==> src/rtl/barrido_pkg.sv <==
// Shared types and constants for the barrido_eje7 16-vector exhaustive sweep.
package barrido_pkg;

    typedef enum logic [2:0] {
        ST_IDLE   = 3'd0,
        ST_DRIVE  = 3'd1,
        ST_SETTLE = 3'd2,
        ST_SAMPLE = 3'd3,
        ST_DONE   = 3'd4
    } state_t;

    localparam int unsigned NUM_VEC  = 16;
    localparam int unsigned LAST_VEC = 15;
    localparam logic [2:0]  XYZ_HOLD = 3'b111;

    localparam int unsigned PAIR_Y  = 0;
    localparam int unsigned PAIR_Z  = 1;
    localparam int unsigned PAIR_F2 = 2;

    // 3-input stimulus follows the low bits of n, then parks at all-ones
    function automatic logic [2:0] xyz_of(input logic [3:0] n);
        return n[3] ? XYZ_HOLD : n[2:0];
    endfunction

endpackage

==> src/rtl/barrido_eje7_comparador_pares.sv <==
// Pairwise response comparator: flags each function whose two implementations disagree.
import barrido_pkg::*;

module comparador_pares (
    input  logic [5:0] i_resp,   // {Y, Y_2, Z, Z_2, F2, F2_2}
    output logic [2:0] o_mis
);

    // One XOR per pair; bit positions follow the pair index constants
    always_comb begin
        o_mis          = '0;
        o_mis[PAIR_Y]  = i_resp[5] ^ i_resp[4];
        o_mis[PAIR_Z]  = i_resp[3] ^ i_resp[2];
        o_mis[PAIR_F2] = i_resp[1] ^ i_resp[0];
    end

endmodule

==> src/rtl/barrido_eje7.sv <==
// barrido_eje7: drives all 16 input vectors into a downstream function block,
// waits SETTLE_CYC cycles per vector, then compares three response pairs.
// Optional response log enabled by defining BARRIDO_LOG_EN.
import barrido_pkg::*;

module barrido_eje7 #(
    parameter int unsigned SETTLE_CYC = 1
) (
    input  logic       clk,
    input  logic       reset_n,
    input  logic       start,
    output logic       A,
    output logic       B,
    output logic       C,
    output logic       D,
    output logic       x,
    output logic       y,
    output logic       z,
    input  logic       Y,
    input  logic       Y_2,
    input  logic       Z,
    input  logic       Z_2,
    input  logic       F2,
    input  logic       F2_2,
    output logic       busy,
    output logic       done,
    output logic [2:0] err_flags,
    output logic [4:0] err_cnt,
    output logic [3:0] first_err,
    output logic       first_err_vld,
    input  logic [3:0] rd_addr,
    output logic [5:0] rd_data
);

    localparam logic [3:0] WAIT_LAST = 4'(SETTLE_CYC - 1);
    localparam logic [3:0] N_LAST    = 4'(LAST_VEC);
    localparam logic [4:0] CNT_MAX   = 5'(NUM_VEC);

    state_t     r_state;
    state_t     w_next;
    logic [3:0] r_n;
    logic [3:0] r_wait;
    logic [3:0] r_abcd;
    logic [2:0] r_xyz;
    logic       r_busy;
    logic       r_done;
    logic [2:0] r_err_flags;
    logic [4:0] r_err_cnt;
    logic [3:0] r_first_err;
    logic       r_first_vld;
    logic       w_accept;
    logic [5:0] w_resp;
    logic [2:0] w_mis;

    assign w_accept = start && ((r_state == ST_IDLE) || (r_state == ST_DONE));
    assign w_resp   = {Y, Y_2, Z, Z_2, F2, F2_2};

    comparador_pares u_cmp (
        .i_resp (w_resp),
        .o_mis  (w_mis)
    );

    // State register; reset wins over any start at the same edge
    always_ff @(posedge clk) begin
        if (!reset_n) r_state <= ST_IDLE;
        else          r_state <= w_next;
    end

    // Next-state decode
    always_comb begin
        w_next = r_state;
        case (r_state)
            ST_IDLE, ST_DONE: if (w_accept) w_next = ST_DRIVE;
            ST_DRIVE:         w_next = ST_SETTLE;
            ST_SETTLE:        if (r_wait == WAIT_LAST) w_next = ST_SAMPLE;
            ST_SAMPLE:        w_next = (r_n == N_LAST) ? ST_DONE : ST_DRIVE;
            default:          w_next = ST_IDLE;
        endcase
    end

    // Vector index, settle counter, stimulus and result registers
    always_ff @(posedge clk) begin
        if (!reset_n) begin
            r_n         <= '0;
            r_wait      <= '0;
            r_abcd      <= '0;
            r_xyz       <= '0;
            r_busy      <= 1'b0;
            r_done      <= 1'b0;
            r_err_flags <= '0;
            r_err_cnt   <= '0;
            r_first_err <= '0;
            r_first_vld <= 1'b0;
        end else begin
            case (r_state)
                ST_IDLE, ST_DONE: begin
                    if (w_accept) begin
                        r_n         <= '0;
                        r_err_flags <= '0;
                        r_err_cnt   <= '0;
                        r_first_err <= '0;
                        r_first_vld <= 1'b0;
                        r_done      <= 1'b0;
                        r_busy      <= 1'b1;
                    end
                end
                ST_DRIVE: begin
                    r_abcd <= r_n;
                    r_xyz  <= xyz_of(r_n);
                    r_wait <= '0;
                end
                ST_SETTLE: begin
                    r_wait <= r_wait + 4'd1;
                end
                ST_SAMPLE: begin
                    if (|w_mis) begin
                        r_err_flags <= r_err_flags | w_mis;
                        if (r_err_cnt != CNT_MAX) r_err_cnt <= r_err_cnt + 5'd1;
                        if (!r_first_vld) begin
                            r_first_err <= r_n;
                            r_first_vld <= 1'b1;
                        end
                    end
                    if (r_n == N_LAST) begin
                        r_busy <= 1'b0;
                        r_done <= 1'b1;
                    end else begin
                        r_n <= r_n + 4'd1;
                    end
                end
                default: ;
            endcase
        end
    end

    assign {A, B, C, D} = r_abcd;
    assign {x, y, z}    = r_xyz;
    assign busy          = r_busy;
    assign done          = r_done;
    assign err_flags     = r_err_flags;
    assign err_cnt       = r_err_cnt;
    assign first_err     = r_first_err;
    assign first_err_vld = r_first_vld;

`ifdef BARRIDO_LOG_EN
    logic [5:0] r_log [NUM_VEC];

    // Response log, one entry per vector; intentionally not cleared by reset
    always_ff @(posedge clk) begin
        if (reset_n && (r_state == ST_SAMPLE)) r_log[r_n] <= w_resp;
    end

    assign rd_data = r_log[rd_addr];
`else
    logic w_unused_rd_addr;
    assign w_unused_rd_addr = ^rd_addr;
    assign rd_data          = '0;
`endif

endmodule

==> config.mk <==
export PLATFORM = sky130hd
export DESIGN_NAME = barrido_eje7
export DESIGN_NICKNAME = d
export VERILOG_FILES = /design/src/rtl/barrido_pkg.sv /design/src/rtl/barrido_eje7_comparador_pares.sv /design/src/rtl/barrido_eje7.sv
export SDC_FILE = /design/constraint.sdc
export NUM_CORES = 1
export LEC_CHECK = 0
export CORE_ASPECT_RATIO = 0.6
export CORE_MARGIN = 3
export CORE_UTILIZATION = 50
export DETAILED_ROUTE_END_ITERATION = 8
export GPL_ROUTABILITY_DRIVEN = 0
export GPL_TIMING_DRIVEN = 1
export HOLD_SLACK_MARGIN = 0.03
export PLACE_DENSITY_LB_ADDON = 0.12
export SETUP_SLACK_MARGIN = 0.3
export SKIP_CTS_REPAIR_TIMING = 1
export SLEW_MARGIN = 5
export SYNTH_ARGS = -nofsm -noshare
export SYNTH_HDL_FRONTEND = slang
export SYNTH_HIERARCHICAL = 1
export SYNTH_SLANG_ARGS = --single-unit
export TNS_END_PERCENT = 5
==> constraint.sdc <==
create_clock -name clk -period 3.9 [get_ports clk]
set_input_delay 0.78 -clock clk [delete_from_list [all_inputs] [get_ports clk]]
set_output_delay 0.78 -clock clk [all_outputs]
set_load 0.005 [all_outputs]
Word level (Yosys, flattened, before mapping)
Cells that the tools add are included.

Register bits: 33. Latch bits: 0. Bits in writable memories: 0. Memory bits (read-only): 0. Input port bits: 13. Output and inout bits: 28. Logic and storage cells: 72. Memories kept: 0.

Add/subtract/negate cells: 3. $mul: 0. Div/mod/pow operators: 0. Magnitude comparators: 0. Eq/ne operators: 13. Shift operators: 0. Muxes and demuxes: 27. Bitwise logic cells: 4. Reduce and logical (&&, ||, !) cells: 14.

Operators by type and width (count): $pmux 4 s2 (3); $mux 3 (6); $mux 4 (4); $mux 5 (3); $ne 2x2->1 const B (7); $pmux 3 s4 (1); $pmux 5 s2 (1); $reduce_and 3->1 (3); $add 4x1->4 const B (2); $reduce_and 4->1 (2); $eq 3x2->1 const B (2); $pmux 1 s2 (3); $pmux 3 s2 (1); $add 5x1->5 const B (1); $mux 1 (5); $ne 5x5->1 const B (1); $eq 4x4->1 const B (1); $logic_not 4->1 (1); $reduce_bool 2->1 (2); $eq 3x1->1 const B (1); $eq 3x3->1 const B (1); $logic_not 3->1 (1); $or 3x3->3 (1); $reduce_or 3->1 (1); other kinds (5) (7).

Logic depth before layout (Yosys ltp)
Gate-level depths: netlist of the first run.

Depth in word-level cells: 5. Gate-level depth with buffers: 5.

By module
Netlist of the first run, hierarchy kept.

Modules (own cells, without submodules): barrido_eje7 (times used 1, cells an instance 186, area an instance 1635.3 µm²); comparador_pares (times used 1, cells an instance 3, area an instance 26.3 µm²).

Worst setup path before layout of the first run
Ideal clock, no wire load.

Path type: input to register. Start: input port Z_2. End: register r_first_err[1] (netlist: first_err[1]). Arrival time: 1639 ps. Required time: 3828 ps. Slack: 2190 ps. Stages on the path: 4. Path through: xor2_1 -> nor3_2 -> o31a_4 -> mux2i_1.

Word-level cells in the longest chain between the ends: 4.

Ends and longest elaborated chain: from (decl) (RTL line barrido_eje7.sv:22) `input logic Z_2,`; $xor 1x1->1 (RTL line barrido_eje7_comparador_pares.sv:13) `o_mis[PAIR_Z] = i_resp[3] ^ i_resp[2];`; $reduce_or 3->1 (RTL line barrido_eje7.sv:116) `if (|w_mis) begin`; $ne 2x2->1 (no line); $reduce_and 4->1 (no line); to (signal assigned) (RTL line barrido_eje7.sv:120) `r_first_err <= r_n;`; to (decl) (RTL line barrido_eje7.sv:49) `logic [3:0] r_first_err;`.

No other way between the ends. A chain may end at the register's enable or synchronous reset.

==> out/qor.txt, run 1 <==
Mapped Area = 1660 µm²
CP peak stage delay = 0.46 ns
Largest net degree at the start of global routing = 22
CTS tree = built
Reg2Reg Depth = 3
TNS Setup = 0 ns
Grt met2 use = 32.0%
Max-slew headroom = 58.0%
WP buf/inv = 3
CP Cell Sequence = clkdlybuf4s50_1, buf_4, inv_1, or3_1, mux2i_1
Yosys Warn Count = 6
R2r setup slk = 1.88 ns
Max-Cap Viols = 0
Final HPWL DP = 2690 µm
Tot Pwr = 0.745 mW
Worst path required time = 4.13 ns
Clock latency at the later pin of the worst-skew pair = 0.29 ns
Setup-failing EPs final = 0
Status = finished clean
Worst Hold Class = flop to flop
Slowest stage cell on the critical path = clkdlybuf4s50_1
DRT iter0 DRCs = 123
Vias in the first global route = 1382
Clk slew on worst S/H paths = 0.07 ns
Clock Tree Buf Depth = 2
Post-route insts no fill = 256
DR DRC count = 0
Synth area leaders = dfxtp_1, mux2i_1, a21oi_1
Worst Hold Path EP = first_err[2]
Crit-path leading delay family = buffers and inverters
Mean Syn Cell Area = 8.79 µm²
Most common cell in the synthesized netlist = dfxtp_1
RR Startpoint = r_state[1]
Initial antenna violation count = 0
Post-synth EDFFs = 0
Synth top area share = 39.8%
Clk root buf = clkbuf_8
Async SR Flop Fraction = 0%
Static leakage power = 0.714 nW
Hold Vio Cnt, Final = 0
Chip width = 80.4 µm
M3 GR Usage = 8.24%
First-pass GRT wire length = 6420 µm
Most used DFF post-synth = dfxtp_1
Area grow syn2layout = 20.9%
Antenna-violating nets left = 0
DP Cell Count = 248
Grt ovf = 0
Hold_sp = first_err[2]
Crit path DAT = 2.30 ns
Tot GR Track Use = 21.1%
Drt wl/cell = 14.8 µm
Final Max Tran Viols = 0
Nets = 231
Worst slew pin tran = 0.629 ns
Kind of critical path = primary input to flop
VDD IR max = 195 µV
CTS buffer count = 5
Place WS = 1.53 ns
Reg2reg end = err_cnt[1]
Die Span Y = 50.7 µm
Row cnt = 15
Min Clock Period, post-route = 2.08 ns
Vias/cell = 5.72
Sink Count = 33
Distinct cell type count after synthesis = 44
Ratio of cells with drive above 1 in the final layout = 7.01%
I/O pin cnt = 41
H-tree levels = 2
Synth Instances = 189
Crit start category = primary input
Hold Path Depth = 2
Largest area contributor in the netlist = dfxtp_1
Critical Path End Type = flop
Unrepaired setup endpoints after global routing = false
Full die area = 4070 µm²
Sequential share of the synthesized area = 39.8%
Worst Skew = 0.00521 ns
Max Freq = 481 MHz
Pwr Density = 371 nW/µm²
# port buffers = 30
Period Utilization, post-route = 53.3%
CP max FO = 19
Via count = 1464
Routing usage on met1 = 27.4%
Worst setup margin = 1.82 ns
Starting density of the core = 55.0%
Core Footprint = 3020 µm²
Final wirelength = 3800 µm
Diode count = 0
Fillers = 250
Most crowded layer after global routing = met2
Yosys reg bits = 33
Commonest cells post-synth = dfxtp_1, nor2_1, a21oi_1
Router iterations before antenna repair = 4
[worst max path at each step]
stage	start	endpoint	cells past startpoint
CTS	reset_n	err_cnt[2]	5
finish	reset_n	err_cnt[2]	5
floorplan	Z_2	first_err[1]	4
global route	r_state[1]	err_cnt[1]	3
detailed placement	reset_n	err_cnt[2]	5
global placement	reset_n	err_cnt[2]	5
[sequential cells by signal, summed over array words and instances, names as in the netlist, 3 cells and up]
name       flops
err_cnt        5
r_state        3
r_n            4
r_wait         4
r_abcd         4
err_flags      3
r_xyz          3
first_err      4
[area by class of cell]
class,count,area [µm²],area share [%]
multi-input cells,135,876,43.6
flip-flops and latches,33,661,32.9
repair buffers,32,315,15.7
clock buffers,6,72.6,3.61
well taps,42,52.6,2.62
inverters,6,22.5,1.12
clock inverters,2,10.0,0.498
[cell usage in the layout, fill, tap and decap left out, drive strengths merged, types with 2 or more instances in the layout]
master / netlist / routed
xor2: 3 / 3
nor3: 7 / 7
a21oi: 15 / 15
conb: 1 / 6
nor4: 2 / 2
or3b: 3 / 3
nor4b: 3 / 3
nand3: 12 / 12
o21ai: 4 / 4
nand2b: 4 / 4
inv: 6 / 6
nand3b: 2 / 2
nand2: 7 / 7
a31oi: 2 / 2
dfxtp: 33 / 33
or3: 3 / 3
o211ai: 2 / 2
nor2: 19 / 19
clkbuf: 7 / 6
buf: 13 / 2
clkdlybuf4s50: 0 / 30
clkinv: 0 / 2
a211oi: 4 / 4
mux2i: 11 / 11
ha: 5 / 5
o21a: 3 / 3
nand4: 3 / 3
a41oi: 2 / 2
[per-layer routing]
metal | vias up | wire, µm
li1 | 707 | -
met1 | 700 | 1800
met2 | 53 | 1710
met3 | 4 | 254
met4 | 0 | 34
met5 | - | 0
[logic make-up after synthesis]
group | share of synthesized area (%)
adder cells (fa/ha/maj) | 3.77
AND/OR/NAND/NOR | 23.9
buffers and inverters | 8.66
other | 0.226
AO/OA/AOI/OAI | 15.0
XOR/XNOR | 2.11
multiplexers | 6.63
flip-flops | 39.8
[tightest hold or removal path, cell delays in order (launching register included)]
cell     delay (ns)
dfxtp_1        0.32
nand2_1        0.05
mux2i_1        0.06
[metrics by stage]
step	hold WS (ns)	utilization, %	cell area, µm²
5_1_grt	0.494	66.5	2010
6_report	0.481	66.5	2010
3_3_place_gp	0.454	63.8	1930
3_5_place_dp	0.457	63.8	1930
2_1_floorplan	0.454	-	1680
4_1_cts	0.474	66.5	2010
[power breakdown]
| group | internal [mW] | switching [mW] |
|---|---|---|
| clock network | 0.124 | 0.126 |
| registers | 0.351 | 0.0268 |
| logic | 0.0612 | 0.0568 |
Note: power is estimated with default switching activity, not from simulation.
==> run 2, diff against run 1 <==
CORE_UTILIZATION = 44   (was 50)
clock period = 1.84 ns   (was 3.9 ns; I/O delays follow)
==> out/qor.txt, run 2 (same netlist as run 1, synthesis figures left out) <==
RR Startpoint = r_n[0]
VDD IR max = 510 µV
# port buffers = 30
Die Span Y = 53.6 µm
Vias in the first global route = 1352
Row cnt = 16
Max-Cap Viols = 0
DRT iter0 DRCs = 110
Status = finished clean
I/O pin cnt = 41
Clock latency at the later pin of the worst-skew pair = 0.30 ns
Clk root buf = clkbuf_8
Via count = 1491
Period Utilization, post-route = 84.1%
Worst Hold Path EP = first_err[1]
Max Freq = 647 MHz
Clock Tree Buf Depth = 2
Largest register FFs = 5
Core Footprint = 3420 µm²
H-tree levels = 2
CTS tree = built
Clk slew on worst S/H paths = 0.07 ns
Area grow syn2layout = 29.3%
Leading cell type in the layout, fill and taps excluded = clkdlybuf4s50_1
Router iterations before antenna repair = 4
First-pass GRT wire length = 6430 µm
Starting density of the core = 48.5%
Initial antenna violation count = 0
Antenna-violating nets left = 0
Hold_sp = first_err[1]
Drt wl/cell = 14.8 µm
Hold Path Depth = 2
Final wirelength = 3990 µm
Kind of critical path = primary input to flop
Crit path DAT = 1.77 ns
Crit start category = primary input
Worst Skew = 0.00477 ns
Post-DP Area = 2010 µm²
Worst hold slack = 0.470 ns
R2r setup slk = 0.34 ns
Full die area = 4570 µm²
Largest net degree at the start of global routing = 17
Vias/cell = 5.52
Final Max Tran Viols = 0
Diode count = 0
Worst Hold Class = flop to flop
Tot GR Track Use = 18.4%
Setup-failing EPs final = 0
Reg2reg end = r_state[0]
CP max FO = 6
Reg2Reg Depth = 4
Chip width = 85.3 µm
CTS buffer count = 5
Most frequent cells in the layout = clkdlybuf4s50_1, dfxtp_1, nor2_1
Unrepaired setup endpoints after global routing = true
Pwr Density = 763 nW/µm²
Ratio of cells with drive above 1 in the final layout = 16.4%
Min Clock Period, post-route = 1.55 ns
Hold Vio Cnt, Final = 0
Critical Path End Type = flop
Nets = 242
Final HPWL DP = 2850 µm
Grt ovf = 0
Worst path required time = 2.07 ns
DR DRC count = 0
Layout Cell Area excl Fill = 2150 µm²
Sink Count = 33
Static leakage power = 0.804 nW
-- run 2: changes by cell type in the layout (fill, tap and decap cells not counted), moves of 3 or more --
cell / change
buf_4: +11
dfxtp_1: -6
dfxtp_2: +5
xor2_1: -3
xor2_2: +3
-- run 2: how the worst max path moves through the flow --
stage | start | end | slack (ns)
after global placement | Z_2 | first_err[2] | -0.04
after detailed placement | Z_2 | first_err[2] | -0.05
after CTS | err_cnt[2] | err_cnt[2] | 0.23
after floorplan | Z_2 | first_err[1] | 0.54
after global routing | Z_2 | err_cnt[1] | 0.20
final | Z_2 | err_cnt[1] | 0.29
-- run 2: cell type report --
type	instances	area (µm²)
well taps	45	56.3
fillers	295	1270
clock buffers	5	68.8
flip-flops and latches	33	671
clock inverters	3	17.5
repair buffers	43	403
inverters	6	22.5
multi-input cells	135	910
-- run 2: routing by layer --
layer	share of wire (%)	GRT usage, %
met1	48	24.9
met2	44	27.8
met3	6.2	5.35
met4	1.4	7.11
met5	0	0
-- run 2: report_power, final --
part	switching, mW	internal [mW]	total, mW	leakage (nW)
Clock	0.279	0.261	0.539	0.0439
Sequential	0.0313	0.743	0.774	0.271
Combinational	0.162	0.164	0.326	0.490
Total	0.472	1.17	1.64	0.804
-- run 2: critical path, stage by stage --
cell,delay [ns]
clkdlybuf4s50_1,0.51
xor2_2,0.27
nor3_4,0.09
nor3_1,0.32
mux2i_1,0.21
-- run 2: per-stage QoR --
stage / TNS, ns / cells / setup slack, ns / total power [mW] / utilization (%)
finish: 0 / 270 / 0.293 / 1.64 / 62.8
floorplan: 0 / 194 / 0.542 / 1.00 / -
CTS: 0 / 269 / 0.226 / 1.64 / 61.1
detailed placement: -0.139 / 261 / -0.0465 / 1.10 / 58.6
global route: 0 / 270 / 0.199 / 1.73 / 62.8
global placement: -0.109 / 261 / -0.0362 / 1.09 / 58.6
